<file path="src/rtl/word_serializer_pkg.sv">
// Shared definitions for the word serializer: chunk-order encodings,
// the shift-register update selector and the level-width helper.
package word_serializer_pkg;

    // Chunk emission order encodings for the MSB_FIRST parameter
    localparam int SER_LSB_FIRST = 0;
    localparam int SER_MSB_FIRST = 1;

    // What happens to the shift register on the coming edge
    typedef enum logic [2:0] {
        UPD_HOLD  = 3'd0,   // nothing moves
        UPD_SHIFT = 3'd1,   // emit one chunk, word still has more
        UPD_SLOT  = 3'd2,   // last chunk emitted, refill from prefetch slot
        UPD_IN    = 3'd3,   // load straight from the input port
        UPD_DONE  = 3'd4    // last chunk emitted, nothing waiting
    } sh_upd_e;

    // Width of the level counter: holds 0 .. 2*nchunk
    function automatic int cnt_width(input int nchunk);
        return $clog2(2 * nchunk + 1);
    endfunction

endpackage

</file>
<file path="src/rtl/word_serializer_if.sv">
// Word-in / chunk-out handshake bundle. slave = serializer side,
// master = the producer/consumer environment around it.
interface word_serializer_if #(
    parameter int IN_W  = 32,
    parameter int OUT_W = 2
);
    logic             in_valid;
    logic             in_ready;
    logic [IN_W-1:0]  in_data;
    logic             out_valid;
    logic             out_ready;
    logic [OUT_W-1:0] out_data;
    logic             out_first;
    logic             out_last;

    modport slave (
        input  in_valid, in_data, out_ready,
        output in_ready, out_valid, out_data, out_first, out_last
    );

    modport master (
        output in_valid, in_data, out_ready,
        input  in_ready, out_valid, out_data, out_first, out_last
    );
endinterface

</file>
<file path="src/rtl/word_buf_slot.sv">
// One-entry prefetch buffer. load captures a word and marks it valid,
// take releases it. The parent never loads and takes on the same edge.
module word_buf_slot #(
    parameter int W = 32
) (
    input  logic         clk,
    input  logic         rst,
    input  logic         load,
    input  logic         take,
    input  logic [W-1:0] load_data,
    output logic [W-1:0] data,
    output logic         v
);

    logic [W-1:0] data_q, data_d;
    logic         v_q, v_d;

    // Next-state: capture on load, clear valid on take
    always_comb begin
        data_d = data_q;
        v_d    = v_q;
        if (take) begin
            v_d = 1'b0;
        end
        if (load) begin
            data_d = load_data;
            v_d    = 1'b1;
        end
    end

    // Slot registers, cleared asynchronously
    always_ff @(posedge clk or posedge rst) begin
        if (rst) begin
            data_q <= '0;
            v_q    <= 1'b0;
        end else begin
            data_q <= data_d;
            v_q    <= v_d;
        end
    end

    assign data = data_q;
    assign v    = v_q;

endmodule

</file>
<file path="src/rtl/word_serializer.sv">
// Parallel-to-serial width converter: IN_W-bit words in, OUT_W-bit chunks
// out, with a one-word prefetch slot so back-to-back words stream without
// bubbles while the shift register drains.
module word_serializer
    import word_serializer_pkg::*;
#(
    parameter int IN_W      = 32,
    parameter int OUT_W     = 2,
    parameter int MSB_FIRST = SER_LSB_FIRST,
    parameter int NEAR_TH   = 2
) (
    input  logic                                 clk,
    input  logic                                 rst,
    input  logic                                 en,
    word_serializer_if.slave                     bus,
    output logic                                 empty,
    output logic                                 near_empty,
    output logic [cnt_width(IN_W/OUT_W)-1:0]     level
);

    localparam int NCHUNK = IN_W / OUT_W;
    localparam int CNT_W  = cnt_width(NCHUNK);
    localparam int REM_W  = $clog2(NCHUNK + 1);
    localparam logic [REM_W-1:0] REM_FULL = REM_W'(NCHUNK);
    localparam logic [REM_W-1:0] REM_ONE  = REM_W'(1);
    localparam logic [REM_W-1:0] REM_ZERO = '0;

    // Reject geometries that cannot be split into at least two whole chunks
    if ((IN_W % OUT_W) != 0 || (IN_W / OUT_W) < 2) begin : g_bad_width
        $error("word_serializer: IN_W must be a multiple of OUT_W with IN_W/OUT_W >= 2");
    end
    if (NEAR_TH < 1 || NEAR_TH > (IN_W / OUT_W)) begin : g_bad_near
        $error("word_serializer: NEAR_TH must lie in 1..IN_W/OUT_W");
    end

    // Chunk currently presented by a word, depending on emission order
    function automatic logic [OUT_W-1:0] head_chunk(input logic [IN_W-1:0] w);
        if (MSB_FIRST == SER_MSB_FIRST) begin
            return w[IN_W-1 -: OUT_W];
        end else begin
            return w[OUT_W-1:0];
        end
    endfunction

    // Word after the head chunk has been consumed (zero fill behind it)
    function automatic logic [IN_W-1:0] drop_chunk(input logic [IN_W-1:0] w);
        if (MSB_FIRST == SER_MSB_FIRST) begin
            return w << OUT_W;
        end else begin
            return w >> OUT_W;
        end
    endfunction

    logic [IN_W-1:0]  sh_q, sh_d;
    logic [REM_W-1:0] rem_q, rem_d;
    logic [IN_W-1:0]  slot_data;
    logic             slot_v;
    logic             slot_load;
    logic             slot_take;
    logic             in_ready;
    logic             out_valid;
    logic             in_fire;
    logic             out_fire;
    logic             in_to_sh;
    sh_upd_e          upd;

    // Prefetch slot holding the next word while the current one drains
    word_buf_slot #(
        .W (IN_W)
    ) u_slot (
        .clk       (clk),
        .rst       (rst),
        .load      (slot_load),
        .take      (slot_take),
        .load_data (bus.in_data),
        .data      (slot_data),
        .v         (slot_v)
    );

    assign in_ready  = en && !slot_v;
    assign out_valid = en && (rem_q != REM_ZERO);
    assign in_fire   = bus.in_valid && in_ready;
    assign out_fire  = out_valid && bus.out_ready;

    // Decide the shift-register action; an accepted word goes to the shift
    // register only when it would otherwise sit idle, else into the slot
    always_comb begin
        upd       = UPD_HOLD;
        slot_take = 1'b0;
        in_to_sh  = 1'b0;
        if (out_fire && (rem_q > REM_ONE)) begin
            upd = UPD_SHIFT;
        end else if (out_fire) begin
            if (slot_v) begin
                upd       = UPD_SLOT;
                slot_take = 1'b1;
            end else if (in_fire) begin
                upd      = UPD_IN;
                in_to_sh = 1'b1;
            end else begin
                upd = UPD_DONE;
            end
        end else if ((rem_q == REM_ZERO) && in_fire) begin
            upd      = UPD_IN;
            in_to_sh = 1'b1;
        end
        slot_load = in_fire && !in_to_sh;
    end

    // Apply the chosen action to the shift register and chunk counter
    always_comb begin
        sh_d  = sh_q;
        rem_d = rem_q;
        case (upd)
            UPD_SHIFT: begin
                sh_d  = drop_chunk(sh_q);
                rem_d = rem_q - REM_ONE;
            end
            UPD_SLOT: begin
                sh_d  = slot_data;
                rem_d = REM_FULL;
            end
            UPD_IN: begin
                sh_d  = bus.in_data;
                rem_d = REM_FULL;
            end
            UPD_DONE: begin
                rem_d = REM_ZERO;
            end
            default: begin
                sh_d  = sh_q;
                rem_d = rem_q;
            end
        endcase
    end

    // Shift register and remaining-chunk counter, cleared asynchronously
    always_ff @(posedge clk or posedge rst) begin
        if (rst) begin
            sh_q  <= '0;
            rem_q <= REM_ZERO;
        end else begin
            sh_q  <= sh_d;
            rem_q <= rem_d;
        end
    end

    assign bus.in_ready  = in_ready;
    assign bus.out_valid = out_valid;
    assign bus.out_data  = head_chunk(sh_q);
    assign bus.out_first = (rem_q == REM_FULL);
    assign bus.out_last  = (rem_q == REM_ONE);

    assign empty      = (rem_q == REM_ZERO) && !slot_v;
    assign level      = CNT_W'(rem_q) + (slot_v ? CNT_W'(NCHUNK) : CNT_W'(0));
    assign near_empty = !empty && (level <= CNT_W'(NEAR_TH));

endmodule

</file>
<file path="src/flat_wrapper.sv">
// flat-port wrapper written by rule: the top's interface ports become plain ports
module word_serializer_flat import word_serializer_pkg::*;
#(
    parameter int IN_W      = 32,
    parameter int OUT_W     = 2,
    parameter int MSB_FIRST = SER_LSB_FIRST,
    parameter int NEAR_TH   = 2
)
  (clk, rst, en, empty, near_empty, level, bus_in_valid, bus_in_data, bus_out_ready, bus_in_ready, bus_out_valid, bus_out_data, bus_out_first, bus_out_last);
  word_serializer_if #(.IN_W(IN_W), .OUT_W(OUT_W)) bus_i ();
  input  logic clk;
  input  logic rst;
  input  logic en;
  output logic empty;
  output logic near_empty;
  output logic [cnt_width(IN_W/OUT_W)-1:0] level;
  input wire logic [$bits(bus_i.in_valid)-1:0] bus_in_valid;
  input wire logic [$bits(bus_i.in_data)-1:0] bus_in_data;
  input wire logic [$bits(bus_i.out_ready)-1:0] bus_out_ready;
  output wire logic [$bits(bus_i.in_ready)-1:0] bus_in_ready;
  output wire logic [$bits(bus_i.out_valid)-1:0] bus_out_valid;
  output wire logic [$bits(bus_i.out_data)-1:0] bus_out_data;
  output wire logic [$bits(bus_i.out_first)-1:0] bus_out_first;
  output wire logic [$bits(bus_i.out_last)-1:0] bus_out_last;
  assign bus_i.in_valid = bus_in_valid;
  assign bus_i.in_data = bus_in_data;
  assign bus_i.out_ready = bus_out_ready;
  assign bus_in_ready = bus_i.in_ready;
  assign bus_out_valid = bus_i.out_valid;
  assign bus_out_data = bus_i.out_data;
  assign bus_out_first = bus_i.out_first;
  assign bus_out_last = bus_i.out_last;
  word_serializer #(.IN_W(IN_W), .OUT_W(OUT_W), .MSB_FIRST(MSB_FIRST), .NEAR_TH(NEAR_TH)) u_core (.clk(clk), .rst(rst), .en(en), .bus(bus_i), .empty(empty), .near_empty(near_empty), .level(level));
endmodule
</file>
<file path="config.mk">
export PLATFORM = sky130hd
export DESIGN_NAME = word_serializer_flat
export DESIGN_NICKNAME = d
export VERILOG_FILES = /design/src/rtl/word_serializer_pkg.sv /design/src/rtl/word_serializer_if.sv /design/src/rtl/word_buf_slot.sv /design/src/rtl/word_serializer.sv /design/src/flat_wrapper.sv
export SDC_FILE = /design/constraint.sdc
export NUM_CORES = 1
export LEC_CHECK = 0
export ABC_AREA = 1
export BUFFER_PORTS_ARGS = -buffer_cell sky130_fd_sc_hd__buf_2
export CAP_MARGIN = 25
export CORE_MARGIN = 3
export CORE_UTILIZATION = 50
export DETAILED_ROUTE_END_ITERATION = 6
export PLACE_DENSITY = 0.67
export RECOVER_POWER = 25
export SYNTH_ARGS = -nofsm -noshare
export SYNTH_HDL_FRONTEND = slang
export SYNTH_SLANG_ARGS = --single-unit
</file>
<file path="constraint.sdc">
create_clock -name clk -period 5.38 [get_ports clk]
set_input_delay 1.076 -clock clk [delete_from_list [all_inputs] [get_ports clk]]
set_output_delay 1.076 -clock clk [all_outputs]
set_load 0.01 [all_outputs]
</file>
==> impl_metrics.prom, run 1 <==
# TYPE chip_impl_metric gauge
chip_impl_metric{name="drt_drc_violations_left",unit=""} 0
chip_impl_metric{name="grt_start_max_net_pins",unit=""} 65
chip_impl_info{name="min_path_type",value="reg -> reg"} 1
chip_impl_info{name="start_kind",value="input port"} 1
chip_impl_metric{name="synthDominantCellAreaShare",unit="%"} 46.8
chip_impl_metric{name="vias_per_cell",unit=""} 4.86
chip_impl_metric{name="layout_worst_path_cycle_share",unit="%"} 73.7
chip_impl_metric{name="distinct_cells_synth",unit=""} 27
chip_impl_metric{name="slew_viol_final",unit=""} 36
chip_impl_metric{name="required",unit="ns"} 5.57
chip_impl_metric{name="post-cts-setup-buffers",unit=""} 0
chip_impl_metric{name="design.portCount",unit=""} 51
chip_impl_metric{name="floorplan.die.width",unit="µm"} 92.5
chip_impl_info{name="leading_cell_type_in_the_layout_fill_and_taps_excluded",value="nand2_1"} 1
chip_impl_info{name="run_status",value="complete, but fails checks"} 1
chip_impl_metric{name="layout-drive-gt1-share",unit="%"} 15.4
chip_impl_metric{name="synthesis.instances",unit=""} 515
chip_impl_info{name="violated_checks",value="max-capacitance violations, max-slew violations"} 1
chip_impl_metric{name="worst_setup_hold_path_clk_slew",unit="ns"} 0.07
chip_impl_metric{name="worst-slew-pin-transition",unit="ns"} 1.70
chip_impl_metric{name="place_congestion",unit=""} 0.746
chip_impl_metric{name="finish.instance_area",unit="µm²"} 4160
chip_impl_metric{name="worst_ir_drop_vdd",unit="µV"} 255
chip_impl_metric{name="grt_util_all_layers",unit="%"} 19.3
chip_impl_metric{name="synth_enable_flop_cells",unit=""} 0
chip_impl_metric{name="clockBufferDepth",unit=""} 2
chip_impl_metric{name="dp.final_hpwl",unit="mm"} 4.94
chip_impl_metric{name="nets",unit=""} 592
chip_impl_metric{name="synthesis.area",unit="µm²"} 3740
chip_impl_metric{name="clock_latency",unit="ns"} 0.34
chip_impl_info{name="unrepaired_setup_endpoints_after_global_routing",value="no"} 1
chip_impl_metric{name="row_count",unit=""} 30
chip_impl_metric{name="number_of_detailed_routing_iterations_run_before_antenna_repair",unit=""} 4
chip_impl_metric{name="chipHeight",unit="µm"} 92.5
chip_impl_metric{name="total_neg_setup_slack",unit="ns"} 0
chip_impl_metric{name="cts_made_buffers",unit=""} 9
chip_impl_metric{name="worst_path_largest_cell_delay",unit="ns"} 1.22
chip_impl_info{name="synth-main-ff-cell",value="dfrtp_1"} 1
chip_impl_metric{name="avgRoutedWirePerCell",unit="µm"} 12.1
chip_impl_info{name="timing_worst_setup_path_type",value="in -> reg"} 1
chip_impl_metric{name="timing.reg2reg.setup_slack",unit="ns"} 1.77
chip_impl_metric{name="yosys_warnings",unit=""} 0
chip_impl_metric{name="post_cts_resized",unit=""} 0
chip_impl_metric{name="static_power_due_to_leakage",unit="nW"} 2.32
chip_impl_info{name="end_kind",value="flip-flop"} 1
chip_impl_metric{name="ys_async_rst_share",unit="%"} 100
chip_impl_metric{name="grt_pass1_vias",unit=""} 2960
chip_impl_metric{name="antenna_cells",unit=""} 0
chip_impl_metric{name="placedCellCount",unit=""} 633
chip_impl_metric{name="placed_cell_area",unit="µm²"} 3950
chip_impl_metric{name="grt_first_pass_wirelength",unit="mm"} 13.5
chip_impl_metric{name="max_clock_freq",unit="MHz"} 252
chip_impl_metric{name="ant_nets",unit=""} 0
chip_impl_metric{name="port_buffers",unit=""} 50
chip_impl_metric{name="register_area_share_after_synthesis",unit="%"} 46.8
chip_impl_metric{name="finalSetupViolCount",unit=""} 0
chip_impl_metric{name="cts.sinks",unit=""} 70
chip_impl_metric{name="syn_nets",unit=""} 559
chip_impl_metric{name="finalHoldViolations",unit=""} 0
chip_impl_metric{name="routed_wl",unit="mm"} 7.85
chip_impl_info{name="ys_top_cells_by_area",value="dfrtp_1 (47%), nand2_1 (23%), nor2_1 (9.8%)"} 1
chip_impl_metric{name="worst_clock_skew",unit="ns"} 0.00783
chip_impl_metric{name="ys_ff_latch",unit=""} 70
chip_impl_info{name="crit_slowest_cell",value="clkbuf_1"} 1
chip_impl_metric{name="drt_iter0_markers",unit=""} 238
chip_impl_info{name="worst_path_most_repeated_cell",value="nand2_2"} 1
chip_impl_metric{name="grt_antenna_before_repair",unit=""} 0
chip_impl_metric{name="placeableCoreArea",unit="µm²"} 7020
chip_impl_info{name="post_synth_top_area_cell",value="dfrtp_1"} 1
chip_impl_metric{name="max_slew_headroom",unit="%"} -13.1
chip_impl_info{name="delay_heaviest_family_cp",value="simple AND/OR/NAND/NOR gates"} 1
chip_impl_metric{name="syn2layout_area_growth",unit="%"} 11.1
chip_impl_metric{name="post-layout-total-power",unit="W"} 0.00216
chip_impl_metric{name="layout.cells.non_filler",unit=""} 649
chip_impl_info{name="tritoncts",value="yes"} 1
chip_impl_metric{name="ctsHoldBuffers",unit=""} 0
chip_impl_info{name="highest_count_cells_in_the_layout_ignoring_fill_and_taps",value="nand2_1 (229), nor2_1 (98), dfrtp_1 (70)"} 1
chip_impl_metric{name="worstPathBufferInverterCount",unit=""} 2
chip_impl_metric{name="max_cap_violations",unit=""} 1
chip_impl_metric{name="vias",unit=""} 3156
chip_impl_metric{name="die-area",unit="µm²"} 8560
chip_impl_metric{name="global_route.overflow_total",unit=""} 0
chip_impl_info{name="clock-root-buffer",value="clkbuf_8"} 1
chip_impl_info{name="cell_by_cell_trace_of_the_critical_path",value="buf_2, and3_1, clkbuf_1, nand2_2, nand2_1, nand2_4, nand2_2, o21ai_1"} 1
chip_impl_metric{name="postSynthAreaPerCell",unit="µm²"} 7.27
chip_impl_metric{name="htree_num_levels",unit=""} 3
chip_impl_metric{name="fin_crit",unit="ns"} 3.96
chip_impl_metric{name="critPathMaxFanout",unit=""} 64
chip_impl_metric{name="critPathArrivalTime",unit="ns"} 4.15
chip_impl_metric{name="initial_core_util",unit="%"} 53.4
chip_impl_metric{name="power-per-cell-area",unit="nW/µm²"} 518
chip_impl_metric{name="layout.filler_cells",unit=""} 670
## kinds of logic (layout without fill, tap and decap cells)
group                      after synthesis  count (layout)  share of synthesized area (%)
and+or+nand+nor                        379             379                           42.0
DFF                                     70              70                           46.8
buffers and inverters                   46              84                           6.68
AOI/OAI and AO/OA                       10              10                           1.50
adders and majority gates                7               7                           2.34
xor gates and xnor gates                 3               3                          0.702
## area by class of cell
class                           count  area (µm²)  share of cell area (%)
Sequential cell                    70        1750                    42.1
Multi-Input combinational cell    399        1740                    41.9
Timing Repair Buffer               53         269                    6.46
Clock buffer                       13         179                    4.30
Tap cell                           96         120                    2.89
Inverter                           15        58.8                    1.41
Clock inverter                      3        40.0                   0.962
## cells in the mapped netlist (2+ instances only)
cell / instances
nand2_1: 229
nor2_1: 98
dfrtp_1: 70
nand3_1: 36
buf_4: 16
buf_2: 12
inv_1: 12
ha_1: 7
nand2_2: 5
nor2_4: 4
clkbuf_1: 3
a21oi_1: 2
inv_2: 2
nand3_4: 2
o21ai_0: 2
o21ai_1: 2
o22ai_1: 2
xor2_1: 2
## tightest hold or removal path: cells and delay by family, from the launching register on
| family | cells | cell delay [ns] |
|---|---|---|
| flip-flops | 1 | 0.35 |
| AND/OR/NAND/NOR | 2 | 0.09 |
## state kept, by name, summed over array words and instances (netlist names)
name,count
u_core.u_slot.data,32
u_core.rem_q,5
u_core.sh_q,32
u_core.u_slot.v,1
## path summary, 6_finish.rpt
kind	start	endpoint	cells past startpoint
hold / removal	u_core.u_slot.data[31]	u_core.u_slot.data[31]	2
max in group asynchronous	rst	u_core.u_slot.v	3
hold reg to reg	u_core.u_slot.data[31]	u_core.u_slot.data[31]	2
setup reg to reg	u_core.u_slot.v	u_core.u_slot.v	8
min in group asynchronous	rst	u_core.sh_q[14]	2
setup / recovery	en	u_core.u_slot.v	8
## through the flow
step                hold slack (ns)  setup slack [ns]  util (%)
finish                        0.473              1.42      59.3
global route                  0.497              1.14      59.3
CTS                           0.477              2.37      59.3
detailed placement            0.459              2.00      56.2
global placement              0.453              2.07      56.2
floorplan                     0.442              2.54         -
## routing by layer
layer / global-route usage (%) / up-vias / share of wire (%)
met2: 33.6 / 64 / 48
met5: 0 / - / 0
met1: 24.2 / 1452 / 46
li1: - / 1634 / -
met3: 5.12 / 6 / 5.0
met4: 4.08 / 0 / 0.90
## power breakdown
group | switching [W] | internal, W | total (W)
combinational | 0.000482 | 0.000291 | 0.000774
clock | 0.000192 | 0.000263 | 0.000456
sequential | 0.000151 | 0.000775 | 0.000926
Power figures use the tool's default switching activity.
==> run 2: changes to the inputs <==
--- a/config.mk
+++ b/config.mk
@@ -11,7 +11,7 @@
 export CORE_MARGIN = 3
 export CORE_UTILIZATION = 50
 export DETAILED_ROUTE_END_ITERATION = 6
-export PLACE_DENSITY = 0.67
+export PLACE_DENSITY = 0.7
 export RECOVER_POWER = 25
 export SYNTH_ARGS = -nofsm -noshare
 export SYNTH_HDL_FRONTEND = slang
==> constraint.sdc (replaced) <==
create_clock -name clk -period 3.6 [get_ports clk]
set_input_delay 0.72 -clock clk [delete_from_list [all_inputs] [get_ports clk]]
set_output_delay 0.72 -clock clk [all_outputs]
set_load 0.01 [all_outputs]
==> run 2 against run 1 <==
  * The run still ends with max-capacitance violations, max-slew violations left
  * Clock power up 88%
  * Utilization up 0.96 points
  * Clock skew increased by 0.0026 ns
  * Sequential share of layout area down 0.67 points
  * Die area is the same
  * Routed wire length is 5.1% higher
  * Combinational power rose by 52%
  * Count of clock-buffer cells in the layout down 3
  * Largest power group unchanged
  * Register-to-register slack worse by 0.61 ns
  * Highest routed layer unchanged
  * Cell count grew 0.31%
  * Cell area up 1.6%
==> impl_metrics.prom, run 2 (synthesis results as in run 1) <==
# TYPE chip_impl_metric gauge
chip_impl_metric{name="worst_ir_drop_vdd",unit="µV"} 442
chip_impl_metric{name="worst-slew-pin-transition",unit="ns"} 1.74
chip_impl_metric{name="avgRoutedWirePerCell",unit="µm"} 12.7
chip_impl_metric{name="finalCoreUtilization",unit="%"} 60.2
chip_impl_metric{name="layout_worst_path_cycle_share",unit="%"} 67.9
chip_impl_metric{name="syn2layout_area_growth",unit="%"} 12.9
chip_impl_info{name="tritoncts",value="yes"} 1
chip_impl_metric{name="timing.reg2reg.setup_slack",unit="ns"} 1.16
chip_impl_metric{name="ant_nets",unit=""} 0
chip_impl_info{name="run_status",value="complete, but fails checks"} 1
chip_impl_metric{name="vias",unit=""} 3207
chip_impl_metric{name="finalSetupViolCount",unit=""} 0
chip_impl_info{name="start_kind",value="flip-flop"} 1
chip_impl_metric{name="clock_latency",unit="ns"} 0.34
chip_impl_metric{name="cellInternalPower",unit="W"} 0.00215
chip_impl_metric{name="ctsHoldBuffers",unit=""} 0
chip_impl_metric{name="htree_num_levels",unit=""} 3
chip_impl_metric{name="row_count",unit=""} 30
chip_impl_metric{name="max_clock_freq",unit="MHz"} 409
chip_impl_metric{name="layout.filler_cells",unit=""} 667
chip_impl_metric{name="grt_start_max_net_pins",unit=""} 71
chip_impl_info{name="r2r-start",value="u_core.rem_q[0]"} 1
chip_impl_info{name="min_from",value="u_core.u_slot.data[23]"} 1
chip_impl_metric{name="sequentialPowerShare",unit="%"} 40.6
chip_impl_metric{name="number_of_detailed_routing_iterations_run_before_antenna_repair",unit=""} 4
chip_impl_info{name="violated_checks",value="max-capacitance violations, max-slew violations"} 1
chip_impl_metric{name="switching_power",unit="W"} 0.00127
chip_impl_metric{name="grt_util_all_layers",unit="%"} 20.2
chip_impl_metric{name="die-area",unit="µm²"} 8560
chip_impl_info{name="min_delay_worst_endpoint",value="u_core.u_slot.data[23]"} 1
chip_impl_metric{name="max_cap_violations",unit=""} 1
chip_impl_metric{name="drt_iter0_markers",unit=""} 201
chip_impl_metric{name="post-cts-setup-buffers",unit=""} 0
chip_impl_metric{name="port_buffers",unit=""} 50
chip_impl_metric{name="placeableCoreArea",unit="µm²"} 7020
chip_impl_metric{name="dp.final_hpwl",unit="mm"} 5.11
chip_impl_metric{name="cts.sinks",unit=""} 70
chip_impl_metric{name="fin_crit",unit="ns"} 2.44
chip_impl_metric{name="grt_antenna_before_repair",unit=""} 0
chip_impl_metric{name="power.share.clock",unit="%"} 25.0
chip_impl_info{name="clock-root-buffer",value="clkbuf_8"} 1
chip_impl_info{name="unrepaired_setup_endpoints_after_global_routing",value="no"} 1
chip_impl_info{name="regToRegEndpoint",value="u_core.u_slot.data[10]"} 1
chip_impl_metric{name="static_power_due_to_leakage",unit="nW"} 2.35
chip_impl_metric{name="required",unit="ns"} 3.83
chip_impl_metric{name="place_congestion",unit=""} 0.820
chip_impl_metric{name="max_slew_headroom",unit="%"} -15.9
chip_impl_metric{name="floorplan.die.width",unit="µm"} 92.5
chip_impl_metric{name="routed_wl",unit="mm"} 8.25
chip_impl_metric{name="worst_clock_skew",unit="ns"} 0.0105
chip_impl_metric{name="finalHoldViolations",unit=""} 0
chip_impl_info{name="cell_by_cell_trace_of_the_critical_path",value="inv_1, ha_1, nand3_4, nand3_4, nor2_8, inv_4, nand2_4, nand2_2, nand2_1, nand2_1"} 1
chip_impl_info{name="timing_worst_setup_path_type",value="reg -> reg"} 1
chip_impl_metric{name="hold-path-cell-count",unit=""} 2
chip_impl_metric{name="worst-r2r-cell-count",unit=""} 10
chip_impl_metric{name="power-per-cell-area",unit="nW/µm²"} 809
chip_impl_metric{name="global_route.overflow_total",unit=""} 0
chip_impl_metric{name="worst_path_largest_cell_delay",unit="ns"} 0.46
chip_impl_metric{name="drt_drc_violations_left",unit=""} 0
chip_impl_metric{name="critPathArrivalTime",unit="ns"} 2.67
chip_impl_metric{name="combinationalPowerShare",unit="%"} 34.4
chip_impl_metric{name="slew_viol_final",unit=""} 71
chip_impl_metric{name="antenna_cells",unit=""} 0
chip_impl_info{name="end_kind",value="flip-flop"} 1
chip_impl_metric{name="design.portCount",unit=""} 51
chip_impl_metric{name="layout-drive-gt1-share",unit="%"} 15.9
chip_impl_metric{name="vias_per_cell",unit=""} 4.93
chip_impl_metric{name="grt_pass1_vias",unit=""} 2969
chip_impl_metric{name="total_neg_setup_slack",unit="ns"} 0
chip_impl_metric{name="critPathMaxFanout",unit=""} 33
chip_impl_metric{name="grt_first_pass_wirelength",unit="mm"} 13.8
chip_impl_metric{name="clockBufferDepth",unit=""} 2
chip_impl_metric{name="chipHeight",unit="µm"} 92.5
chip_impl_info{name="leading_cell_type_in_the_layout_fill_and_taps_excluded",value="nand2_1"} 1
chip_impl_metric{name="worst_setup_hold_path_clk_slew",unit="ns"} 0.08
chip_impl_metric{name="nets",unit=""} 594
chip_impl_metric{name="cts_made_buffers",unit=""} 9
chip_impl_info{name="highest_count_cells_in_the_layout_ignoring_fill_and_taps",value="nand2_1 (229), nor2_1 (98), dfrtp_1 (70)"} 1
chip_impl_metric{name="initial_core_util",unit="%"} 53.4
chip_impl_metric{name="post_cts_resized",unit=""} 0
chip_impl_metric{name="switching_share",unit="%"} 37.2
chip_impl_info{name="min_path_type",value="reg -> reg"} 1
chip_impl_info{name="crit_slowest_cell",value="nand2_2"} 1
## run 2: cell types whose count changed in the layout (fill, tap and decap cells not counted), sizes merged
cell      before  now
bufinv         1    4
clkbuf        14   11
clkinv         2    1
clkinvlp       0    1
buf           52   54
## run 2: routing by layer
| layer | vias to the layer above | track usage [%] | routed length, µm |
|---|---|---|---|
| met2 | 75 | 32.3 | 3970 |
| met1 | 1488 | 27.4 | 3820 |
| met4 | 0 | 8.17 | 45 |
| met5 | - | 0 | 0 |
| li1 | 1639 | - | - |
| met3 | 5 | 3.25 | 410 |
## run 2: cell type report
type                       count  area, µm²  share of cell area (%)
sequential                    70       1750                    41.4
multi-input combinational    399       1740                    41.2
timing repair buffer          55        285                    6.75
clock buffer                  10        138                    3.25
clock inverter                 6        133                    3.14
tap                           96        120                    2.84
inverter                      15       58.8                    1.39
## run 2: how the worst max path moves through the flow
stage,from,end,slack (ns),cells after the start
final,u_core.rem_q[0],u_core.u_slot.data[10],1.16,10
after global routing,u_core.rem_q[1],u_core.sh_q[13],0.89,11
after CTS,u_core.rem_q[0],u_core.u_slot.data[10],1.13,10
after detailed placement,u_core.rem_q[0],u_core.u_slot.data[24],1.16,10
after global placement,u_core.rem_q[0],u_core.sh_q[20],1.20,11
after floorplan,rst,u_core.rem_q[0],1.11,1
## run 2: critical path: cells and delay by family, from the launching register on
family | cells | cell delay, ns
flip-flops | 1 | 0.45
AND/OR/NAND/NOR | 7 | 1.42
buffers and inverters | 2 | 0.19
adder cells (fa/ha/maj) | 1 | 0.25
## run 2: metrics by stage
| step | hold slack [ns] | power [W] | cells | instance area [µm²] | setup WS, ns |
|---|---|---|---|---|---|
| after floorplan | 0.442 | 0.00233 | 515 | 3740 | 1.11 |
| after global placement | 0.453 | 0.00254 | 635 | 3960 | 1.20 |
| after detailed placement | 0.459 | 0.00259 | 635 | 3960 | 1.16 |
| after CTS | 0.478 | 0.00346 | 651 | 4230 | 1.13 |
| after global routing | 0.491 | 0.00371 | 651 | 4230 | 0.886 |
| final | 0.477 | 0.00342 | 651 | 4230 | 1.16 |
## run 2: power groups by stage
stage | Sequential (W) | Combinational, W | Clock, W
after global placement | 0.00138 | 0.00116 | 0
final | 0.00139 | 0.00118 | 0.000856
after floorplan | 0.00134 | 0.000993 | 0
after CTS | 0.00139 | 0.00120 | 0.000874
after detailed placement | 0.00140 | 0.00119 | 0
after global routing | 0.00143 | 0.00137 | 0.000906
==> run 3: changes to the inputs <==
--- a/config.mk
+++ b/config.mk
@@ -5,13 +5,13 @@
 export SDC_FILE = /design/constraint.sdc
 export NUM_CORES = 1
 export LEC_CHECK = 0
-export ABC_AREA = 1
+export ABC_AREA = 0
 export BUFFER_PORTS_ARGS = -buffer_cell sky130_fd_sc_hd__buf_2
 export CAP_MARGIN = 25
 export CORE_MARGIN = 3
 export CORE_UTILIZATION = 50
 export DETAILED_ROUTE_END_ITERATION = 6
-export PLACE_DENSITY = 0.7
+export PLACE_DENSITY = 0.66
 export RECOVER_POWER = 25
 export SYNTH_ARGS = -nofsm -noshare
 export SYNTH_HDL_FRONTEND = slang
==> constraint.sdc (replaced) <==
create_clock -name clk -period 2.54 [get_ports clk]
set_input_delay 0.508 -clock clk [delete_from_list [all_inputs] [get_ports clk]]
set_output_delay 0.508 -clock clk [all_outputs]
set_load 0.01 [all_outputs]
==> run 3 against run 2 <==
  * The run now ends clean
  * Critical path depth shrank 4
  * Global-route usage is 5.0 points higher
  * Sequential cell count did not move
  * Synthesized cell count decreased by 16%
  * Count of clock-buffer cells in the layout unchanged
  * Clock skew fell by 0.0034 ns
  * Sequential share of layout area fell by 4.9 points
  * Critical path type is now reg -> out
  * Critical endpoint is now bus_out_valid
  * Largest cell class is now multi-input gates
  * Largest power group is now combinational cells
==> impl_metrics.prom, run 3 <==
# TYPE chip_impl_metric gauge
chip_impl_metric{name="clockBufferDepth",unit=""} 2
chip_impl_metric{name="post-layout-total-power",unit="W"} 0.00582
chip_impl_metric{name="critPathArrivalTime",unit="ns"} 1.89
chip_impl_metric{name="grt_antenna_before_repair",unit=""} 0
chip_impl_info{name="unrepaired_setup_endpoints_after_global_routing",value="no"} 1
chip_impl_metric{name="synth_enable_flop_cells",unit=""} 0
chip_impl_info{name="cell_by_cell_trace_of_the_critical_path",value="inv_1, ha_1, nor4b_4, buf_12, nor2b_1, buf_2"} 1
chip_impl_metric{name="worst_path_largest_cell_delay",unit="ns"} 0.43
chip_impl_metric{name="antenna_cells",unit=""} 0
chip_impl_metric{name="finalSetupViolCount",unit=""} 0
chip_impl_info{name="end_kind",value="primary output"} 1
chip_impl_metric{name="placeableCoreArea",unit="µm²"} 7890
chip_impl_metric{name="slew_viol_final",unit=""} 0
chip_impl_info{name="synth.top_cells.by_count",value="a31oi_1 (88), dfrtp_1 (70), clkbuf_1 (41), a21oi_1 (34), inv_1 (34)"} 1
chip_impl_metric{name="vias",unit=""} 3859
chip_impl_metric{name="synthesis.instances",unit=""} 431
chip_impl_metric{name="fin_worst_hold_slack",unit="ns"} 0.227
chip_impl_metric{name="combinationalPowerShare",unit="%"} 42.2
chip_impl_metric{name="ys_ff_latch",unit=""} 70
chip_impl_metric{name="required",unit="ns"} 2.03
chip_impl_metric{name="routed_wl",unit="mm"} 11.6
chip_impl_metric{name="port_buffers",unit=""} 50
chip_impl_info{name="highest_count_cells_in_the_layout_ignoring_fill_and_taps",value="a31oi_1 (88), dfrtp_1 (70), buf_2 (50)"} 1
chip_impl_metric{name="cellInternalPower",unit="W"} 0.00347
chip_impl_metric{name="worst-slew-pin-transition",unit="ns"} 1.37
chip_impl_info{name="crit_slowest_cell",value="dfrtp_1"} 1
chip_impl_metric{name="sequentialPowerShare",unit="%"} 36.6
chip_impl_metric{name="synthDominantCellAreaShare",unit="%"} 42.4
chip_impl_metric{name="clock_latency",unit="ns"} 0.35
chip_impl_metric{name="yosys_warnings",unit=""} 0
chip_impl_metric{name="register_area_share_after_synthesis",unit="%"} 42.4
chip_impl_info{name="timing_worst_setup_path_type",value="reg -> out"} 1
chip_impl_info{name="ys_top_cells_by_area",value="dfrtp_1 (42%), a31oi_1 (13%), mux2_2 (8.4%)"} 1
chip_impl_metric{name="vias_per_cell",unit=""} 6.72
chip_impl_metric{name="drt_iter0_markers",unit=""} 404
chip_impl_metric{name="postSynthAreaPerCell",unit="µm²"} 9.59
chip_impl_info{name="tritoncts",value="yes"} 1
chip_impl_metric{name="design.portCount",unit=""} 51
chip_impl_info{name="min_path_type",value="in -> async"} 1
chip_impl_metric{name="avgRoutedWirePerCell",unit="µm"} 20.3
chip_impl_metric{name="number_of_detailed_routing_iterations_run_before_antenna_repair",unit=""} 7
chip_impl_metric{name="syn2layout_area_growth",unit="%"} 16.1
chip_impl_metric{name="switching_power",unit="W"} 0.00235
chip_impl_metric{name="ant_nets",unit=""} 0
chip_impl_metric{name="max_slew_headroom",unit="%"} 8.81
chip_impl_metric{name="fin_crit",unit="ns"} 2.40
chip_impl_metric{name="finalHoldViolations",unit=""} 0
chip_impl_info{name="leading_cell_type_in_the_layout_fill_and_taps_excluded",value="a31oi_1"} 1
chip_impl_metric{name="worst_ir_drop_vdd",unit="µV"} 533
chip_impl_metric{name="row_count",unit=""} 32
chip_impl_metric{name="total_neg_setup_slack",unit="ns"} 0
chip_impl_metric{name="static_power_due_to_leakage",unit="nW"} 2.00
chip_impl_metric{name="critPathMaxFanout",unit=""} 35
chip_impl_metric{name="cts.sinks",unit=""} 70
chip_impl_metric{name="drt_drc_violations_left",unit=""} 0
chip_impl_metric{name="distinct_cells_synth",unit=""} 40
chip_impl_metric{name="ys_async_rst_share",unit="%"} 100
chip_impl_metric{name="place_congestion",unit=""} 0.840
chip_impl_metric{name="worst_setup_hold_path_clk_slew",unit="ns"} 0.08
chip_impl_metric{name="layout-drive-gt1-share",unit="%"} 28.0
chip_impl_metric{name="syn_nets",unit=""} 475
chip_impl_info{name="run_status",value="complete, no violations"} 1
chip_impl_metric{name="htree_num_levels",unit=""} 3
chip_impl_metric{name="max_clock_freq",unit="MHz"} 416
chip_impl_info{name="synth-main-ff-cell",value="dfrtp_1"} 1
chip_impl_metric{name="chipHeight",unit="µm"} 96.9
chip_impl_metric{name="grt_start_max_net_pins",unit=""} 55
chip_impl_metric{name="dp.final_hpwl",unit="mm"} 7.17
chip_impl_metric{name="global_route.overflow_total",unit=""} 0
chip_impl_metric{name="layout_worst_path_cycle_share",unit="%"} 94.6
chip_impl_metric{name="switching_share",unit="%"} 40.3
chip_impl_metric{name="worst_clock_skew",unit="ns"} 0.00708
chip_impl_metric{name="synthesis.area",unit="µm²"} 4130
chip_impl_metric{name="floorplan.die.width",unit="µm"} 96.9
chip_impl_metric{name="max_cap_violations",unit=""} 0
chip_impl_metric{name="nets",unit=""} 511
chip_impl_metric{name="power.share.clock",unit="%"} 21.1
chip_impl_info{name="start_kind",value="flip-flop"} 1
chip_impl_info{name="clock-root-buffer",value="clkbuf_8"} 1
chip_impl_metric{name="ctsHoldBuffers",unit=""} 0
chip_impl_metric{name="initial_core_util",unit="%"} 52.4
chip_impl_metric{name="die-area",unit="µm²"} 9390
chip_impl_metric{name="cts_made_buffers",unit=""} 9
chip_impl_metric{name="grt_pass1_vias",unit=""} 3784
chip_impl_info{name="synthMostInstantiatedCell",value="a31oi_1"} 1
chip_impl_metric{name="grt_first_pass_wirelength",unit="mm"} 19.7
chip_impl_info{name="post_synth_top_area_cell",value="dfrtp_1"} 1
chip_impl_metric{name="power-per-cell-area",unit="nW/µm²"} 1210
chip_impl_metric{name="grt_util_all_layers",unit="%"} 25.2
-- run 3: changes by cell type after synthesis, moves of 5 or more --
cell / change
mux2_2: +31
clkbuf_1: +38
a21oi_1: +32
buf_4: -10
a31oi_1: +87
nor2_1: -92
nand2_1: -222
buf_2: -7
nand3_1: -31
inv_1: +22
a32o_1: +30
nand2_2: -5
nor4_1: +29
-- run 3: routing by layer --
| metal | global-route usage (%) | vias up | routed length [µm] |
|---|---|---|---|
| met5 | 0 | - | 0 |
| met3 | 3.82 | 23 | 925 |
| li1 | - | 1742 | - |
| met2 | 39.4 | 204 | 5510 |
| met4 | 7.67 | 0 | 180 |
| met1 | 36.2 | 1890 | 5030 |
-- run 3: stage by stage --
| stage | area, µm² | util, % | std cells | setup slack [ns] |
|---|---|---|---|---|
| CTS | 4800 | 60.8 | 573 | 0.0168 |
| global route | 4800 | 60.9 | 574 | 0.0157 |
| finish | 4800 | 60.9 | 574 | 0.138 |
| floorplan | 4130 | - | 431 | 0.159 |
| global placement | 4520 | 57.4 | 557 | 0.322 |
| detailed placement | 4520 | 57.4 | 557 | 0.253 |
-- run 3: cell families after synthesis --
group / share of synthesized area [%]
AOI/OAI and AO/OA: 27.7
buffers and inverters: 8.51
DFF: 42.4
and+or+nand+nor: 10.3
muxes: 8.96
adders and majority gates: 2.12
-- run 3: worst max-delay path, delay by kind of cell (launching register included) --
family        cells  cell delay [ns]
buf+inv           3             0.57
simple gates      2             0.37
fa+ha+maj         1             0.19
flops             1             0.43
-- run 3: what timing repair did --
action,in CTS,in global routing
gates resized for setup,1,3
setup buffers,0,1
setup endpoints to repair,1,1
pin swaps,0,0
-- run 3: final timing paths --
path	cells after the start	start	to	slack, ns
setup / recovery	6	u_core.rem_q[0]	bus_out_valid	0.14
hold / removal	2	rst	u_core.u_slot.data[7]	0.23
setup reg to reg	8	u_core.rem_q[0]	u_core.sh_q[30]	0.18
hold reg to reg	1	u_core.u_slot.data[22]	u_core.u_slot.data[22]	0.50
max in group asynchronous	3	rst	u_core.sh_q[28]	0.55
min in group clk	2	bus_in_data[22]	u_core.u_slot.data[22]	0.41
-- run 3: final cells by class --
type | instances | area (µm²)
clock buffers | 10 | 138
clock inverters | 6 | 133
fillers | 679 | 3090
inverters | 34 | 128
multi-input cells | 275 | 2050
flip-flops and latches | 70 | 1750
well taps | 102 | 128
repair buffers | 77 | 475
-- run 3: power groups by stage --
stage	combinational (W)	sequential (W)	clock (W)
after floorplan	0.00182	0.00197	0
after detailed placement	0.00241	0.00213	0
after global placement	0.00236	0.00212	0
after CTS	0.00242	0.00212	0.00124
final	0.00246	0.00213	0.00123
after global routing	0.00271	0.00220	0.00129
